## src/rtl/frame_config_loader.sv

```systemverilog
`default_nettype none
// frame_config_loader: header-driven loader that writes config words into a tile column, one strobe per word.
// Define FCL_CHECKSUM_EN to require a trailing XOR checksum word before done is signalled.
module frame_config_loader #(
  parameter int FRAME_BITS = 32,
  parameter int MAX_FRAMES = 20
) (
  input  logic                  UserCLK,
  input  logic                  reset,
  input  logic [31:0]           cfg_data,
  input  logic                  cfg_valid,
  output logic                  cfg_ready,
  output logic [FRAME_BITS-1:0] FrameData,
  output logic [MAX_FRAMES-1:0] FrameStrobe,
  output logic                  busy,
  output logic                  done,
  output logic                  error
);

  localparam int                  PTR_W        = (MAX_FRAMES > 1) ? $clog2(MAX_FRAMES) : 1;
  localparam logic [6:0]          FRAMES_LIMIT = 7'((MAX_FRAMES > 127) ? 127 : MAX_FRAMES);
  localparam logic [MAX_FRAMES-1:0] STROBE_ONE = MAX_FRAMES'(1);
  localparam logic [7:0]          SYNC_WORD    = 8'hFA;

  typedef enum logic [2:0] {
    IDLE   = 3'd0,
    LOAD   = 3'd1,
    SETUP  = 3'd2,
    STROBE = 3'd3,
    ERROR  = 3'd4
`ifdef FCL_CHECKSUM_EN
    , CHECK = 3'd5
`endif
  } state_t;

  state_t           state;
  logic [PTR_W-1:0] pointer;
  logic [5:0]       remaining;
`ifdef FCL_CHECKSUM_EN
  logic [31:0]      checksum;
`endif

  logic       accept;
  logic [5:0] hdr_count;
  logic [6:0] hdr_end;
  logic       hdr_ok;
  logic       unused_hdr_bits;

  assign accept    = cfg_valid & cfg_ready;
  assign hdr_count = {1'b0, cfg_data[12:8]} + 6'd1;
  assign hdr_end   = {2'b00, cfg_data[4:0]} + {1'b0, hdr_count};
  // Range check up front guarantees the pointer never walks past the last frame.
  assign hdr_ok    = (cfg_data[31:24] == SYNC_WORD) && (hdr_end <= FRAMES_LIMIT);
  assign unused_hdr_bits = ^{cfg_data[23:13], cfg_data[7:5]};

  always_ff @(posedge UserCLK) begin
    if (reset) begin
      state       <= IDLE;
      FrameData   <= '0;
      FrameStrobe <= '0;
      cfg_ready   <= 1'b1;
      busy        <= 1'b0;
      done        <= 1'b0;
      error       <= 1'b0;
      pointer     <= '0;
      remaining   <= '0;
`ifdef FCL_CHECKSUM_EN
      checksum    <= '0;
`endif
    end else begin
      done        <= 1'b0;
      FrameStrobe <= '0;
      case (state)
        IDLE: begin
          if (accept) begin
            if (hdr_ok) begin
              pointer   <= PTR_W'(cfg_data[4:0]);
              remaining <= hdr_count;
              busy      <= 1'b1;
              state     <= LOAD;
`ifdef FCL_CHECKSUM_EN
              checksum  <= '0;
`endif
            end else begin
              error     <= 1'b1;
              cfg_ready <= 1'b0;
              state     <= ERROR;
            end
          end
        end
        LOAD: begin
          if (accept) begin
            FrameData <= FRAME_BITS'(cfg_data);
            cfg_ready <= 1'b0;
            state     <= SETUP;
`ifdef FCL_CHECKSUM_EN
            checksum  <= checksum ^ cfg_data;
`endif
          end
        end
        SETUP: begin
          FrameStrobe <= STROBE_ONE << pointer;
          state       <= STROBE;
        end
        STROBE: begin
          remaining <= remaining - 6'd1;
          cfg_ready <= 1'b1;
          if (remaining == 6'd1) begin
`ifdef FCL_CHECKSUM_EN
            state <= CHECK;
`else
            busy  <= 1'b0;
            done  <= 1'b1;
            state <= IDLE;
`endif
          end else begin
            pointer <= pointer + PTR_W'(1);
            state   <= LOAD;
          end
        end
`ifdef FCL_CHECKSUM_EN
        CHECK: begin
          if (accept) begin
            busy <= 1'b0;
            if (cfg_data == checksum) begin
              done  <= 1'b1;
              state <= IDLE;
            end else begin
              error     <= 1'b1;
              cfg_ready <= 1'b0;
              state     <= ERROR;
            end
          end
        end
`endif
        ERROR: begin
          error     <= 1'b1;
          cfg_ready <= 1'b0;
          busy      <= 1'b0;
        end
        default: begin
          cfg_ready <= 1'b1;
          busy      <= 1'b0;
          state     <= IDLE;
        end
      endcase
    end
  end

endmodule
`default_nettype wire

```

## config.mk

```make
export PLATFORM = sky130hd
export DESIGN_NAME = frame_config_loader
export DESIGN_NICKNAME = d
export VERILOG_FILES = /design/src/rtl/frame_config_loader.sv
export SDC_FILE = /design/constraint.sdc
export NUM_CORES = 1
export LEC_CHECK = 0
export BUFFER_PORTS_ARGS = -buffer_cell sky130_fd_sc_hd__buf_2
export CAP_MARGIN = 20
export CORE_MARGIN = 2
export CORE_UTILIZATION = 40
export DETAILED_ROUTE_END_ITERATION = 8
export GPL_TIMING_DRIVEN = 0
export SLEW_MARGIN = 20
export SYNTH_ARGS = -nofsm -noshare
export SYNTH_HDL_FRONTEND = slang
export SYNTH_SLANG_ARGS = --single-unit
```

## constraint.sdc

```tcl
create_clock -name UserCLK -period 4.3 [get_ports UserCLK]
set_input_delay 0.43 -clock UserCLK [delete_from_list [all_inputs] [get_ports UserCLK]]
set_output_delay 0.43 -clock UserCLK [all_outputs]
set_load 0.02 [all_outputs]
```

==> metrics.md <==
| Metric | Value |
|---|---|
| Outcome | `complete, no violations` |
| CP Launch Point | `cfg_data[8]` |
| Post-Syn Area | `about 3200 µm²` |
| Core box area | `7687 µm²` |
| Num rows | `32` |
| Seq cells post-synth | `70` |
| Final Util | `0.5233` |
| Initial antenna violation count | `0` |
| Min Tclk post-route | `between 2000 and 3000 ps` |
| Worst rel slew slack | `0.5925` |
| Maximum net fanout on the critical path | `5` |
| Antenna-violating nets left | `0` |
| Post-cts sizing count | `0` |
| Width of the die | `about 93 µm` |
| Synth area leaders | `dfxtp_1 44%, nand2_1 9.6%, a21oi_1 7.1%` |
| IO Pins | `91` |
| CP max-delay cell | `fa_1` |
| Clock Path Buffers | `2` |
| Initial core utilization | `0.4123` |
| Detailed-route DRC error count | `0` |
| Vias in the first global route | `2717` |
| Leak | `1.777 nW` |
| TritonCTS sink count | `70` |
| Vias/cell | `roughly 4.9` |
| Clk root buf | `clkbuf_8` |
| Worst Setup Slack, final | `roughly 1600 ps` |
| First-pass GRT wire length | `12790 µm` |
| Largest net degree at the start of global routing | `13` |
| Peak VDD IR | `0.1953 mV` |
| Max cap viols | `0` |
| Vias post-DR | `2874` |
| # placed instances | `565` |
| CP Cell Sequence | `buf_2 > ha_1 > inv_1 > fa_1 > or2b_2 > a21oi_1 > a2111oi_4 > o221ai_2 > mux2_2 > a21o_1` |
| Most frequent cells in the layout | `89 x buf_2, 81 x nand2_1, 70 x dfxtp_1` |
| FMAX | `364.9 MHz` |
| Layout cells sized above 1 | `0.2777` |
| Area leader, netlist | `dfxtp_1` |
| Crit. path cell count | `10` |
| CP arrival | `2980 ps` |
| Worst Hold Depth | `3` |
| RSZ-0062 raised after global routing | `no` |
| Most used flip-flop cell after synthesis | `dfxtp_1` |
| Worst Max-Slew Pin Slew | `around 610 ps` |
| Clock Latency Late Sink | `340 ps` |
| Crit path launch type | `primary input` |
| Register area share after synthesis | `0.4422` |
| Synthesized instance count | `374` |
| Grt total ovfl | `0` |
| Tcrit/Tclk final | `0.6373` |
| Most common cell after layout, fill and taps aside | `buf_2` |
| Area of the die | `8651 µm²` |
| CP Class | `in -> reg` |
| Hold Crit Class | `in -> reg` |
| Total number of yosys warnings | `0` |
| H-tree depth | `3` |
| Post-CTS Setup Bufs | `0` |
| GRT Total Usage | `0.1864` |
| Synth-to-Final Area Change | `26.92%` |
| Final #Nets | `between 500 and 600` |
| CP Buf/Inv Count | `2` |
| R2r endpoint | `remaining[5]$_SDFFE_PP0P_` |
| Count of cell types in the netlist | `53` |
| Yosys top cell area share | `0.4422` |
| Final count of negative-setup-slack endpoints | `0` |
| GP Congestion | `0.8511` |
| Number of flops mapped to enable cells by yosys | `0` |
| CP delay by family, top | `compound AO/OA/AOI/OAI gates` |
| Skew final | `9.197 ps` |
| Post-DP HPWL | `5752 µm` |
| Reg2Reg Setup Slack | `2280 ps` |
| Clk slew on worst S/H paths | `80 ps` |
| Average wire per cell in the routed design | `13.20 µm` |
| Post-CTS Hold Fix Bufs | `0` |
| CTS tree | `done` |
| Syn_nets | `424` |
| Fin Setup TNS | `0 ps` |
| Element type at the critical path end | `flop` |
| Worst Path Required | `4540 ps` |
| Pre-CTS setup slack | `about 1200 ps` |
| Reg2Reg Depth | `7` |
| CTS Buf Count | `9` |
| Worst r2r src | `state[2]$_SDFFE_PP0P_` |
| Asr flop ratio synth | `0` |
| Final slew viol count | `0` |
| Drt initial violations | `117` |
| Chip height | `93.01 µm` |
| N_diodes | `0` |
| Non-Filler Instances | `581` |
| Routed Wire Length | `7669 µm` |
| Crit path to | `remaining[5]$_SDFFE_PP0P_` |
| Syn avg cell area | `8.474 µm²` |
| Drt first pass iters | `4` |
| IO Port Bufs | `89` |
| Pwr dens | `about 370 nW/µm²` |
| Biggest cell delay along the critical path | `430 ps` |
| Final Hold Viols | `0` |
[synthesized netlist by cell type, types with 2 or more instances]
cell type	instances
ha_1	14
buf_6	2
a211oi_1	2
a221oi_1	2
nand3b_1	3
inv_1	12
a21oi_1	45
nor2_1	31
o31ai_1	2
nor3b_1	2
nor2b_1	3
a21o_1	2
nand2b_1	2
mux2i_1	2
and2_1	2
o21ai_0	4
nand4_1	4
nand2_1	81
a21o_2	2
clkbuf_1	13
dfxtp_1	70
nor4_1	3
or2_2	7
a31oi_1	4
a32o_1	2
xnor2_1	3
and3_1	8
nor3_1	10
nand3_1	9
clkbuf_8	4
xor2_1	2
[per-stage QoR]
stage	hold slack [ps]	power (W)	area (µm²)
after floorplan	486.0	0.0007552	3169
after global placement	439.9	0.0007966	3742
after detailed placement	448.0	0.0008000	3742
after CTS	307.7	0.001523	4023
after global routing	312.8	0.001568	4023
final	321.9	0.001508	4023
[sequential cells by signal (all words and copies together), names as in the netlist, 3 cells and up]
| register | count |
|---|---|
| pointer | 5 |
| FrameStrobe | 20 |
| FrameData | 32 |
| state | 3 |
| remaining | 6 |
[area by class of cell]
class	instances	area (µm²)
buffer	19	126.4
clock buffer	11	151.4
clock inverter	5	128.9
fill	790	3665
inverter	12	45.04
multi-input combinational	273	1597
sequential	70	1401
tap	102	127.6
timing repair buffer	89	445.4
[worst min-delay path, delay by kind of cell]
family	cells	cell delay, ps
buffers and inverters	1	90
and+or+nand+nor	1	40
AOI/OAI and AO/OA	1	50
[metal layers]
layer,share of wire,vias to the layer above,GRT usage
met2,0.45,88,0.3074
met4,0.021,0,0.07843
met5,0,-,0
met3,0.062,14,0.05077
li1,-,1485,-
met1,0.47,1287,0.2292
[how the worst min path moves through the flow]
stage                               start                          to  slack [ps]
2_1_floorplan   remaining[3]$_SDFFE_PP0P_   remaining[3]$_SDFFE_PP0P_         490
3_3_place_gp   FrameData[13]$_SDFFE_PP0P_  FrameData[13]$_SDFFE_PP0P_         440
3_5_place_dp    FrameData[2]$_SDFFE_PP0P_   FrameData[2]$_SDFFE_PP0P_         450
4_1_cts                      cfg_data[23]  FrameData[23]$_SDFFE_PP0P_         310
5_1_grt                      cfg_data[20]  FrameData[20]$_SDFFE_PP0P_         310
6_report                     cfg_data[23]  FrameData[23]$_SDFFE_PP0P_         320
[where the power goes]
group,leakage [nW],total [W],internal (W),switching [W]
clock network,0.140,0.000723,0.000477,0.000246
logic,1.07,0.000129,0.0000528,0.0000763
registers,0.564,0.000656,0.000652,0.00000377
[kinds of logic after synthesis]
family | share of synthesized area
multiplexers | 0.009870
AND/OR/NAND/NOR | 0.2617
buffers and inverters | 0.05408
XOR/XNOR | 0.01382
adder cells (fa/ha/maj) | 0.06159
AO/OA/AOI/OAI | 0.1567
flip-flops | 0.4422
Note: power is estimated with default switching activity, not from simulation.
